`config.mk`:
```
export PLATFORM = sky130hd
export DESIGN_NAME = multicycle_control_unit_flat
export DESIGN_NICKNAME = d
export VERILOG_FILES = /design/src/rtl/multicycle_control_unit_if.sv /design/src/rtl/multicycle_control_unit.sv /design/src/flat_wrapper.sv
export SDC_FILE = /design/constraint.sdc
export NUM_CORES = 1
export LEC_CHECK = 0
export CAP_MARGIN = 20
export CORE_AREA = 8 8 45 47
export CTS_CLUSTER_SIZE = 24
export DETAILED_ROUTE_END_ITERATION = 10
export DIE_AREA = 0 0 53 55
export DONT_BUFFER_PORTS = 1
export GPL_ROUTABILITY_DRIVEN = 0
export MAX_ROUTING_LAYER = met4
export PLACE_DENSITY = 0.6
export SETUP_SLACK_MARGIN = 0.02
export SLEW_MARGIN = 20
export SYNTH_ARGS = -nofsm -noshare
export SYNTH_HDL_FRONTEND = slang
export SYNTH_SLANG_ARGS = --single-unit
```
`constraint.sdc`:
```
create_clock -name clk -period 2 [get_ports clk]
set_clock_uncertainty 0.15 [all_clocks]
set_input_delay 0.2 -clock clk [delete_from_list [all_inputs] [get_ports clk]]
set_output_delay 0.2 -clock clk [all_outputs]
set_load 0.005 [all_outputs]
```
`src/rtl/multicycle_control_unit_if.sv`:
```
`default_nettype none
// ============================================================================
// Module      : multicycle_control_unit_if
// Description : Control bundle between the multi-cycle RV32I sequencer and
//               its datapath. Decode and status inputs come from the
//               datapath; enables and mux selects go back to it.
// Revision    : 1.0 - initial release
// ============================================================================
interface multicycle_control_unit_if;
  logic [6:0] opcode;
  logic       bcond;
  logic       x17_is_ten;

  logic       pc_write;
  logic       i_or_d;
  logic       mem_read;
  logic       mem_write;
  logic       ir_write;
  logic [1:0] mem_to_reg;
  logic       reg_write;
  logic       alu_src_a;
  logic [1:0] alu_src_b;
  logic       alu_force_add;
  logic [1:0] pc_source;
  logic       is_halted;

  // Control unit side: reads decode/status, drives enables and selects
  modport master (
    input  opcode, bcond, x17_is_ten,
    output pc_write, i_or_d, mem_read, mem_write, ir_write, mem_to_reg,
           reg_write, alu_src_a, alu_src_b, alu_force_add, pc_source,
           is_halted
  );

  // Datapath side
  modport slave (
    output opcode, bcond, x17_is_ten,
    input  pc_write, i_or_d, mem_read, mem_write, ir_write, mem_to_reg,
           reg_write, alu_src_a, alu_src_b, alu_force_add, pc_source,
           is_halted
  );
endinterface
`default_nettype wire

```
`src/rtl/multicycle_control_unit.sv`:
```
`default_nettype none
// ============================================================================
// Module      : multicycle_control_unit
// Description : IF/ID/EX/MEM/WB sequencer for a multi-cycle RV32I core.
//               Drives every datapath enable and select, stretches IF and
//               MEM over MEM_LATENCY cycles and parks in HALT on ECALL with
//               x17 == 10.
// Revision    : 1.0 - initial release
// ============================================================================
module multicycle_control_unit #(
  parameter int MEM_LATENCY = 1
) (
  input  logic                          clk,
  input  logic                          reset_n,
  multicycle_control_unit_if.master     ctl
);

  localparam int                CNT_W    = (MEM_LATENCY > 1) ? $clog2(MEM_LATENCY + 1) : 1;
  localparam logic [CNT_W-1:0]  CNT_LAST = CNT_W'(MEM_LATENCY - 1);

  localparam logic [6:0] OP_R      = 7'b0110011;
  localparam logic [6:0] OP_I      = 7'b0010011;
  localparam logic [6:0] OP_LOAD   = 7'b0000011;
  localparam logic [6:0] OP_STORE  = 7'b0100011;
  localparam logic [6:0] OP_BRANCH = 7'b1100011;
  localparam logic [6:0] OP_JAL    = 7'b1101111;
  localparam logic [6:0] OP_JALR   = 7'b1100111;
  localparam logic [6:0] OP_ECALL  = 7'b1110011;

  localparam logic [1:0] PC_ALU    = 2'b00;
  localparam logic [1:0] PC_ALUOUT = 2'b01;
  localparam logic [1:0] PC_PLUS4  = 2'b10;

  typedef enum logic [2:0] {
    S_IF   = 3'd0,
    S_ID   = 3'd1,
    S_EX   = 3'd2,
    S_MEM  = 3'd3,
    S_WB   = 3'd4,
    S_HALT = 3'd5
  } state_t;

  state_t           state, state_next;
  logic [CNT_W-1:0] cnt;
  logic             cnt_last;

  logic       pc_write_c, i_or_d_c, mem_read_c, mem_write_c, ir_write_c;
  logic       reg_write_c, alu_src_a_c, alu_force_add_c, is_halted_c;
  logic [1:0] mem_to_reg_c, alu_src_b_c, pc_source_c;

  logic is_load, is_store, is_known;

  assign cnt_last = (cnt == CNT_LAST);
  assign is_load  = (ctl.opcode == OP_LOAD);
  assign is_store = (ctl.opcode == OP_STORE);
  assign is_known = (ctl.opcode == OP_R)      || (ctl.opcode == OP_I)     ||
                    is_load                   || is_store                 ||
                    (ctl.opcode == OP_BRANCH) || (ctl.opcode == OP_JAL)   ||
                    (ctl.opcode == OP_JALR);

  // State register and wait counter; counter restarts on every transition
  always_ff @(posedge clk or negedge reset_n) begin
    if (!reset_n) begin
      state <= S_IF;
      cnt   <= '0;
    end else begin
      state <= state_next;
      if (state_next != state)
        cnt <= '0;
      else if (state == S_IF || state == S_MEM)
        cnt <= cnt + CNT_W'(1);
      else
        cnt <= '0;
    end
  end

  // Next-state and control outputs (BRANCH pc_source is Mealy on bcond)
  always_comb begin
    state_next      = state;
    pc_write_c      = 1'b0;
    i_or_d_c        = 1'b0;
    mem_read_c      = 1'b0;
    mem_write_c     = 1'b0;
    ir_write_c      = 1'b0;
    mem_to_reg_c    = 2'b00;
    reg_write_c     = 1'b0;
    alu_src_a_c     = 1'b0;
    alu_src_b_c     = 2'b00;
    alu_force_add_c = 1'b0;
    pc_source_c     = PC_ALU;
    is_halted_c     = 1'b0;

    case (state)
      S_IF: begin
        mem_read_c = 1'b1;
        if (cnt_last) begin
          ir_write_c = 1'b1;
          state_next = S_ID;
        end
      end

      S_ID: begin
        // PC+imm is computed here so a taken branch can use ALUOut in EX
        alu_src_b_c     = 2'b01;
        alu_force_add_c = 1'b1;
        if (ctl.opcode == OP_ECALL && ctl.x17_is_ten) begin
          state_next = S_HALT;
        end else if (ctl.opcode == OP_ECALL || !is_known) begin
          pc_write_c  = 1'b1;
          pc_source_c = PC_PLUS4;
          state_next  = S_IF;
        end else begin
          state_next = S_EX;
        end
      end

      S_EX: begin
        state_next = S_IF;
        case (ctl.opcode)
          OP_R: begin
            alu_src_a_c = 1'b1;
            state_next  = S_WB;
          end
          OP_I: begin
            alu_src_a_c = 1'b1;
            alu_src_b_c = 2'b01;
            state_next  = S_WB;
          end
          OP_LOAD, OP_STORE: begin
            alu_src_a_c     = 1'b1;
            alu_src_b_c     = 2'b01;
            alu_force_add_c = 1'b1;
            state_next      = S_MEM;
          end
          OP_BRANCH: begin
            alu_src_a_c = 1'b1;
            pc_write_c  = 1'b1;
            pc_source_c = ctl.bcond ? PC_ALUOUT : PC_PLUS4;
          end
          OP_JAL, OP_JALR: begin
            alu_src_a_c     = (ctl.opcode == OP_JALR);
            alu_src_b_c     = 2'b01;
            alu_force_add_c = 1'b1;
            pc_write_c      = 1'b1;
            pc_source_c     = PC_ALU;
            reg_write_c     = 1'b1;
            mem_to_reg_c    = 2'b10;
          end
          default: ;
        endcase
      end

      S_MEM: begin
        i_or_d_c    = 1'b1;
        mem_read_c  = is_load;
        mem_write_c = is_store;
        if (cnt_last) begin
          if (is_load) begin
            state_next = S_WB;
          end else begin
            pc_write_c  = is_store;
            pc_source_c = PC_PLUS4;
            state_next  = S_IF;
          end
        end
      end

      S_WB: begin
        reg_write_c  = 1'b1;
        mem_to_reg_c = is_load ? 2'b01 : 2'b00;
        pc_write_c   = 1'b1;
        pc_source_c  = PC_PLUS4;
        state_next   = S_IF;
      end

      S_HALT: begin
        is_halted_c = 1'b1;
      end

      default: state_next = S_IF;
    endcase
  end

  // Write enables and strobes are held off for as long as reset is low
  assign ctl.pc_write      = pc_write_c  & reset_n;
  assign ctl.ir_write      = ir_write_c  & reset_n;
  assign ctl.reg_write     = reg_write_c & reset_n;
  assign ctl.mem_read      = mem_read_c  & reset_n;
  assign ctl.mem_write     = mem_write_c & reset_n;
  assign ctl.i_or_d        = i_or_d_c;
  assign ctl.mem_to_reg    = mem_to_reg_c;
  assign ctl.alu_src_a     = alu_src_a_c;
  assign ctl.alu_src_b     = alu_src_b_c;
  assign ctl.alu_force_add = alu_force_add_c;
  assign ctl.pc_source     = pc_source_c;
  assign ctl.is_halted     = is_halted_c;

endmodule
`default_nettype wire
```
`src/flat_wrapper.sv`:
```
// flat-port wrapper written by rule: the top's interface ports become plain ports
module multicycle_control_unit_flat 
#(
  parameter int MEM_LATENCY = 1
)
  (clk, reset_n, ctl_opcode, ctl_bcond, ctl_x17_is_ten, ctl_pc_write, ctl_i_or_d, ctl_mem_read, ctl_mem_write, ctl_ir_write, ctl_mem_to_reg, ctl_reg_write, ctl_alu_src_a, ctl_alu_src_b, ctl_alu_force_add, ctl_pc_source, ctl_is_halted);
  multicycle_control_unit_if ctl_i ();
  input  logic clk;
  input  logic reset_n;
  input wire logic [$bits(ctl_i.opcode)-1:0] ctl_opcode;
  input wire logic [$bits(ctl_i.bcond)-1:0] ctl_bcond;
  input wire logic [$bits(ctl_i.x17_is_ten)-1:0] ctl_x17_is_ten;
  output wire logic [$bits(ctl_i.pc_write)-1:0] ctl_pc_write;
  output wire logic [$bits(ctl_i.i_or_d)-1:0] ctl_i_or_d;
  output wire logic [$bits(ctl_i.mem_read)-1:0] ctl_mem_read;
  output wire logic [$bits(ctl_i.mem_write)-1:0] ctl_mem_write;
  output wire logic [$bits(ctl_i.ir_write)-1:0] ctl_ir_write;
  output wire logic [$bits(ctl_i.mem_to_reg)-1:0] ctl_mem_to_reg;
  output wire logic [$bits(ctl_i.reg_write)-1:0] ctl_reg_write;
  output wire logic [$bits(ctl_i.alu_src_a)-1:0] ctl_alu_src_a;
  output wire logic [$bits(ctl_i.alu_src_b)-1:0] ctl_alu_src_b;
  output wire logic [$bits(ctl_i.alu_force_add)-1:0] ctl_alu_force_add;
  output wire logic [$bits(ctl_i.pc_source)-1:0] ctl_pc_source;
  output wire logic [$bits(ctl_i.is_halted)-1:0] ctl_is_halted;
  assign ctl_i.opcode = ctl_opcode;
  assign ctl_i.bcond = ctl_bcond;
  assign ctl_i.x17_is_ten = ctl_x17_is_ten;
  assign ctl_pc_write = ctl_i.pc_write;
  assign ctl_i_or_d = ctl_i.i_or_d;
  assign ctl_mem_read = ctl_i.mem_read;
  assign ctl_mem_write = ctl_i.mem_write;
  assign ctl_ir_write = ctl_i.ir_write;
  assign ctl_mem_to_reg = ctl_i.mem_to_reg;
  assign ctl_reg_write = ctl_i.reg_write;
  assign ctl_alu_src_a = ctl_i.alu_src_a;
  assign ctl_alu_src_b = ctl_i.alu_src_b;
  assign ctl_alu_force_add = ctl_i.alu_force_add;
  assign ctl_pc_source = ctl_i.pc_source;
  assign ctl_is_halted = ctl_i.is_halted;
  multicycle_control_unit #(.MEM_LATENCY(MEM_LATENCY)) u_core (.clk(clk), .reset_n(reset_n), .ctl(ctl_i));
endmodule
```
==> flow_summary_export.csv, run 1 <==
group,metric,value,unit
logic_synthesis,synthDominantCellAreaShare,0.1774,
clock_tree,cts_sinks,4,
worst_setup_path,worstSetupEndpointType,"primary output",
worst_setup_path,reg2reg_from,"u_core.state[2]",
worst_setup_path,reg2reg_to,"u_core.state[2]",
floorplanning,dieArea,0.002915,sq mm
sta,setup_slack,0.07813,ns
detailed_routing,drc,0,
clock_tree,numCtsBuffers,3,
clock_tree,post_cts_buffers,0,
worst_setup_path,cp.arrival,1.57,ns
sta,max_freq,520.3,MHz
worst_setup_path,reg2reg_slack,0.56,ns
detailed_routing,ant_nets,0,
sta,drv_slew,0,
grt,grt_start_max_net_pins,12,
grt,grt_pass1_wl,2.435,mm
logic_synthesis,ys_top_cells_by_area,"dfrtp_1 (18%), nand2_1 (6.7%), nand2b_1 (6.7%)",
outcome,outcome,"finished clean",
cells_and_area,drive_gt1_frac,0.1875,
floorplanning,dieHeight,55,microns
worst_hold_path,hold_path_class,"input port to flop",
worst_setup_path,r2r.worst_path.cells,4,
detailed_routing,wire_per_inst,16.69,microns
sta,finalSetupViolCount,0,
cells_and_area,fin_nets,93,
sta,min_period,1.922,ns
floorplanning,start_util,0.4078,
grt,track_usage,0.1146,
worst_setup_path,cp_data_required_time,1.65,ns
placement,port-buffer-count,0,
worst_hold_path,min_to,"u_core.state[1]",
sta,fin_crit_sh,0.9609,
logic_synthesis,synth_top_area_cell,"dfrtp_1",
detailed_routing,viasPerCell,5.896,
clock_tree,cts_buffer_depth,2,
worst_setup_path,cp-start-kind,"flop",
logic_synthesis,ys_seq_elements,4,
placement,pre_cts_slack,0.2586,ns
pwr,leakagePower,0.2236,nW
logic_synthesis,yosys_warnings,0,
placement,post_dp_cell_area,558.0,sq um
placement,dp_hpwl,1.269,mm
logic_synthesis,syn_avg_cell_area,7.054,sq um
sta,finalSetupTns,0,ns
cells_and_area,area_delta_synth_final,8.426,%
logic_synthesis,synthCells,80,
clock_tree,ctsHtreeMaxLevel,1,
detailed_routing,first_pass_iters,4,
pwr,vdd_drop_max,0.0002591,V
grt,grt_pass1_vias,501,
logic_synthesis,synth_cell_type_count,35,
cells_and_area,final_area,611.8,sq um
sta,hold_viol_final,0,
floorplanning,rows,14,
detailed_routing,drt-total-wl,1.602,mm
worst_setup_path,worstSetupPathType,"flop to primary output",
detailed_routing,dr.first_iter.drc_count,9,
worst_hold_path,hold_depth,3,
cells_and_area,diodes,0,
worst_hold_path,hp-start,"ctl_opcode[6]",
floorplanning,ios,26,
sta,rsz0062_at_grt,"true",
logic_synthesis,seq_area_frac_synth,0.1774,
cells_and_area,utilization,0.4421,
worst_setup_path,crit_fanout,10,
clock_tree,cts.clk_slew.worst_paths,0.04,ns
clock_tree,root_buffer,"clkbuf_4",
pwr,p_total,252.3,uW
grt,grt_antenna_before_repair,0,
cells_and_area,fillers,141,
floorplanning,die_w,53,microns
clock_tree,insertion_delay,0.24,ns
grt,grt_overflow,0,
clock_tree,cts_tree,"built",
pwr,power_density,412.4,mW/mm^2
logic_synthesis,syn_area,564.3,sq um
floorplanning,coreArea,0.001384,sq mm
job,max_cap_violations,0,
detailed_routing,vias,566,
through the flow:
stage,instances,hold slack (ns)
6_report,96,0.05338
5_1_grt,96,0.08505
4_1_cts,96,0.05026
3_5_place_dp,91,-0.2453
3_3_place_gp,91,-0.2453
2_1_floorplan,81,-0.2456
synthesized netlist by cell type (all sizes together):
cell and instances:
nand3 1, or4 1, and4 1, or3 1, nor2b 1, nand4b 2, o211ai 4, nand4bb 1
nor4 2, a21oi 3, and3 1, nand4 1, dfrtp 4, o41ai 2, nand2 10, buf 7
a22oi 1, o31ai 1, o2111ai 1, o21bai 1, a21boi 1, nor3 8, nand2b 7, mux2i 2
conb 1, o21ba 1, a211oi 1, inv 2, nor2 11
worst max-delay path by stage:
stage / cells after the start / end / startpoint / slack, ns
floorplan: 5 / ctl_pc_write / u_core.state[2] / 0.44
global placement: 4 / ctl_pc_write / u_core.state[2] / 0.22
detailed placement: 4 / ctl_pc_write / u_core.state[2] / 0.26
CTS: 4 / ctl_pc_write / u_core.state[2] / 0.05
global route: 4 / ctl_pc_write / u_core.state[2] / 0.004
finish: 4 / ctl_pc_write / u_core.state[2] / 0.08
sequential cells by signal (all words and copies together), names as in the netlist:
signal and flops:
u_core.cnt 1, u_core.state 3
placed cells by master, fill, tap and decap left out, drive strengths merged:
cell type	count
o41ai	2
nand2	10
dfrtp	4
buf	1
or4	1
mux2i	2
or3	1
dlygate4sd3	2
o21ba	1
o211ai	4
nand2b	7
nor2	11
a22oi	1
and4	1
nor3	8
a211oi	1
and3	1
conb	2
nand3	1
a21boi	1
nand4bb	1
o21bai	1
o2111ai	1
inv	2
nand4b	2
nand4	1
o31ai	1
nor2b	1
clkbuf	3
a21oi	3
nor4	2
worst max-delay path: stages (launching register included):
cell	delay, ns
dfrtp_2	0.46
nand2b_4	0.20
o41ai_1	0.38
nand3_1	0.15
o211ai_1	0.14
routing by layer:
| layer | wire (microns) | global-route usage |
|---|---|---|
| met1 | 721 | 0.1440 |
| met4 | 0 | 0.06466 |
| met2 | 753 | 0.1563 |
| met5 | 0 | - |
| met3 | 127 | 0.03743 |
layout make-up:
type / count / area [sq um] / area share
clock buffer: 3 / 22.52 / 0.03681
tap: 16 / 20.02 / 0.03272
multi-input combinational: 68 / 430.4 / 0.7035
sequential: 4 / 103.9 / 0.1697
inverter: 2 / 7.507 / 0.01227
timing repair buffer: 3 / 27.53 / 0.04499
where the power goes:
| group | total (mW) | switching (mW) | leakage [nW] | internal (mW) |
|---|---|---|---|---|
| Sequential | 0.0938 | 0.00847 | 0.0475 | 0.0853 |
| Combinational | 0.0556 | 0.0323 | 0.162 | 0.0233 |
| Clock | 0.103 | 0.0356 | 0.0138 | 0.0673 |
| Total | 0.252 | 0.0764 | 0.224 | 0.176 |
logic make-up (layout without fill, tap and decap cells):
group                  after synthesis  count (layout)  synth area share
AOI/OAI and AO/OA                   16              16            0.2240
buffers and inverters                9               8           0.07982
DFF                                  4               4            0.1774
muxes                                2               2           0.03548
other                                1               2          0.006646
and+or+nand+nor                     48              48            0.4768
repair_timing:
action,in CTS,in global routing
hold buffers,2,0
endpoints found under the setup margin,1,3
hold endpoints to repair,5,0
gates resized for setup,3,2
Power figures use the tool's default switching activity.
==> run 2, diff against run 1 <==
--- a/config.mk
+++ b/config.mk
@@ -6,14 +6,15 @@
 export NUM_CORES = 1
 export LEC_CHECK = 0
 export CAP_MARGIN = 20
-export CORE_AREA = 8 8 45 47
+export CORE_ASPECT_RATIO = 0.9
+export CORE_MARGIN = 8
+export CORE_UTILIZATION = 36
 export CTS_CLUSTER_SIZE = 24
 export DETAILED_ROUTE_END_ITERATION = 10
-export DIE_AREA = 0 0 53 55
 export DONT_BUFFER_PORTS = 1
 export GPL_ROUTABILITY_DRIVEN = 0
 export MAX_ROUTING_LAYER = met4
-export PLACE_DENSITY = 0.6
+export PLACE_DENSITY = 0.53
 export SETUP_SLACK_MARGIN = 0.02
 export SLEW_MARGIN = 20
 export SYNTH_ARGS = -nofsm -noshare
==> run 2 against run 1 <==
Compared with the run above:
- critical path depth did not move
- sequential cell count unchanged
- setup slack improved by 0.099 ns
- fmax rose by 5.4%
- register-to-register slack gained 0.06 ns
- global-route usage is 0.53 points lower
- sequential power hardly changed
- critical path type unchanged
- largest cell class unchanged
- highest routed layer is now met4
==> flow_summary_export.csv, run 2 (synthesis results as in run 1) <==
group,metric,value,unit
clock_tree,numCtsBuffers,3,
detailed_routing,dr.first_iter.drc_count,8,
pwr,p_clk_frac,0.391,
worst_setup_path,crit_fanout,11,
placement,dp_hpwl,1.288,mm
cells_and_area,largest_reg_flops,3,
floorplanning,coreArea,0.001464,sq mm
grt,grt_pass1_wl,2.539,mm
pwr,share_seq_of_total_power,0.381,
worst_hold_path,hold_depth,3,
worst_hold_path,hp-start,"ctl_opcode[6]",
pwr,vdd_drop_max,0.0003796,V
pwr,intPower,175.9,uW
sta,drv_slew,0,
grt,track_usage,0.1093,
cells_and_area,mostFrequentLayoutCell,"nand2_1",
detailed_routing,drt-total-wl,1.607,mm
cells_and_area,diodes,0,
clock_tree,ctsHtreeMaxLevel,1,
pwr,p_sw_frac,0.2874,
outcome,outcome,"finished clean",
placement,pre_cts_slack,0.2569,ns
grt,grt_antenna_before_repair,0,
pwr,power_density,398.6,mW/mm^2
sta,rsz0062_at_grt,"false",
cells_and_area,area_delta_synth_final,9.756,%
detailed_routing,viasPerCell,6.135,
worst_hold_path,min_to,"u_core.state[1]",
placement,post_dp_cell_area,564.3,sq um
clock_tree,insertion_delay,0.23,ns
sta,setup_slack,0.1773,ns
floorplanning,rows,13,
pwr,p_total,246.9,uW
cells_and_area,mostFrequentLayoutCells,"nand2_1 (10), nor2_1 (8), nand2b_1 (6), nor3_1 (6), o211ai_1 (4)",
cells_and_area,drive_gt1_frac,0.1975,
detailed_routing,first_pass_iters,4,
worst_setup_path,worstSetupEndpointType,"primary output",
pwr,leakagePower,0.2312,nW
worst_setup_path,worstSetupPathType,"flop to primary output",
clock_tree,post_cts_buffers,0,
floorplanning,die_w,57.73,microns
worst_setup_path,cp_data_required_time,1.65,ns
worst_setup_path,reg2reg_slack,0.62,ns
job,max_cap_violations,0,
worst_setup_path,reg2reg_to,"u_core.state[2]",
floorplanning,ios,26,
sta,finalSetupViolCount,0,
clock_tree,cts.clk_slew.worst_paths,0.03,ns
sta,min_period,1.823,ns
cells_and_area,seq_area,102.6,sq um
detailed_routing,wire_per_inst,16.74,microns
cells_and_area,fillers,181,
cells_and_area,multi_input_area,432.9,sq um
cells_and_area,regMostFlops,"u_core.state",
sta,fin_crit_sh,0.9114,
clock_tree,cts_sinks,4,
cells_and_area,utilization,0.4231,
worst_setup_path,reg2reg_from,"u_core.state[0]",
sta,hold_viol_final,0,
pwr,comb_power_share,0.228,
pwr,power_switching,70.96,uW
worst_hold_path,hold_path_class,"input port to flop",
clock_tree,cts_tree,"built",
cells_and_area,final_area,619.3,sq um
sta,finalSetupTns,0,ns
floorplanning,start_util,0.3855,
detailed_routing,drc,0,
worst_setup_path,cp.arrival,1.47,ns
cells_and_area,top_regs,"u_core.state: 3 flops, u_core.cnt: 1 flops",
detailed_routing,vias,589,
clock_tree,root_buffer,"clkbuf_4",
worst_setup_path,r2r.worst_path.cells,4,
floorplanning,dieArea,0.003092,sq mm
clock_tree,cts_buffer_depth,2,
placement,port-buffer-count,0,
worst_setup_path,cp-start-kind,"flop",
floorplanning,dieHeight,53.56,microns
detailed_routing,ant_nets,0,
grt,grt_overflow,0,
grt,grt_pass1_vias,547,
sta,max_freq,548.6,MHz
cells_and_area,fin_nets,94,
grt,grt_start_max_net_pins,12,
## run 2: power by group through the flow
stage / sequential [mW] / combinational, mW / clock, mW
6_report: 0.0941 / 0.0563 / 0.0965
5_1_grt: 0.0949 / 0.0636 / 0.113
4_1_cts: 0.0928 / 0.0564 / 0.103
3_5_place_dp: 0.0936 / 0.0514 / 0
3_3_place_gp: 0.0936 / 0.0520 / 0
2_1_floorplan: 0.0875 / 0.0547 / 0
## run 2: area by class of cell
class                   instances  share of cell area
multi-input cells              68              0.6990
flip-flops and latches          4              0.1657
repair buffers                  4             0.05657
clock buffers                   3             0.03636
well taps                      15             0.03030
inverters                       2             0.01212
## run 2: metrics by stage
stage          cells  hold WS [ns]
3_5_place_dp      91       -0.2453
4_1_cts           96       0.07772
3_3_place_gp      91       -0.2453
5_1_grt           96       0.09347
2_1_floorplan     81       -0.2456
6_report          96       0.08285
## run 2: timing repair
item,in CTS,in global routing
pin swaps,0,0
resized for setup,1,4
setup endpoints to repair,1,1
hold buffers,2,0
endpoints found under the hold margin,5,0
## run 2: worst max path at each step
stage	startpoint	to	cells after the start
final	u_core.state[1]	ctl_pc_write	4
after global routing	u_core.state[1]	ctl_pc_write	4
after CTS	u_core.state[1]	ctl_pc_write	4
after detailed placement	u_core.state[0]	ctl_pc_write	4
after global placement	u_core.state[0]	ctl_pc_write	4
after floorplan	u_core.state[2]	ctl_pc_write	5
## run 2: worst max-delay path, stage by stage, from the launching register on
cell and delay, ns:
dfrtp_2 0.47, nor2_2 0.18, mux2i_1 0.29, o2111ai_1 0.15, o211ai_1 0.14
## run 2: layer usage
layer  wire length (microns)  track usage
met1                     784       0.1382
met2                     632       0.1495
met3                     178      0.04751
met4                      12      0.04065
met5                       0            -
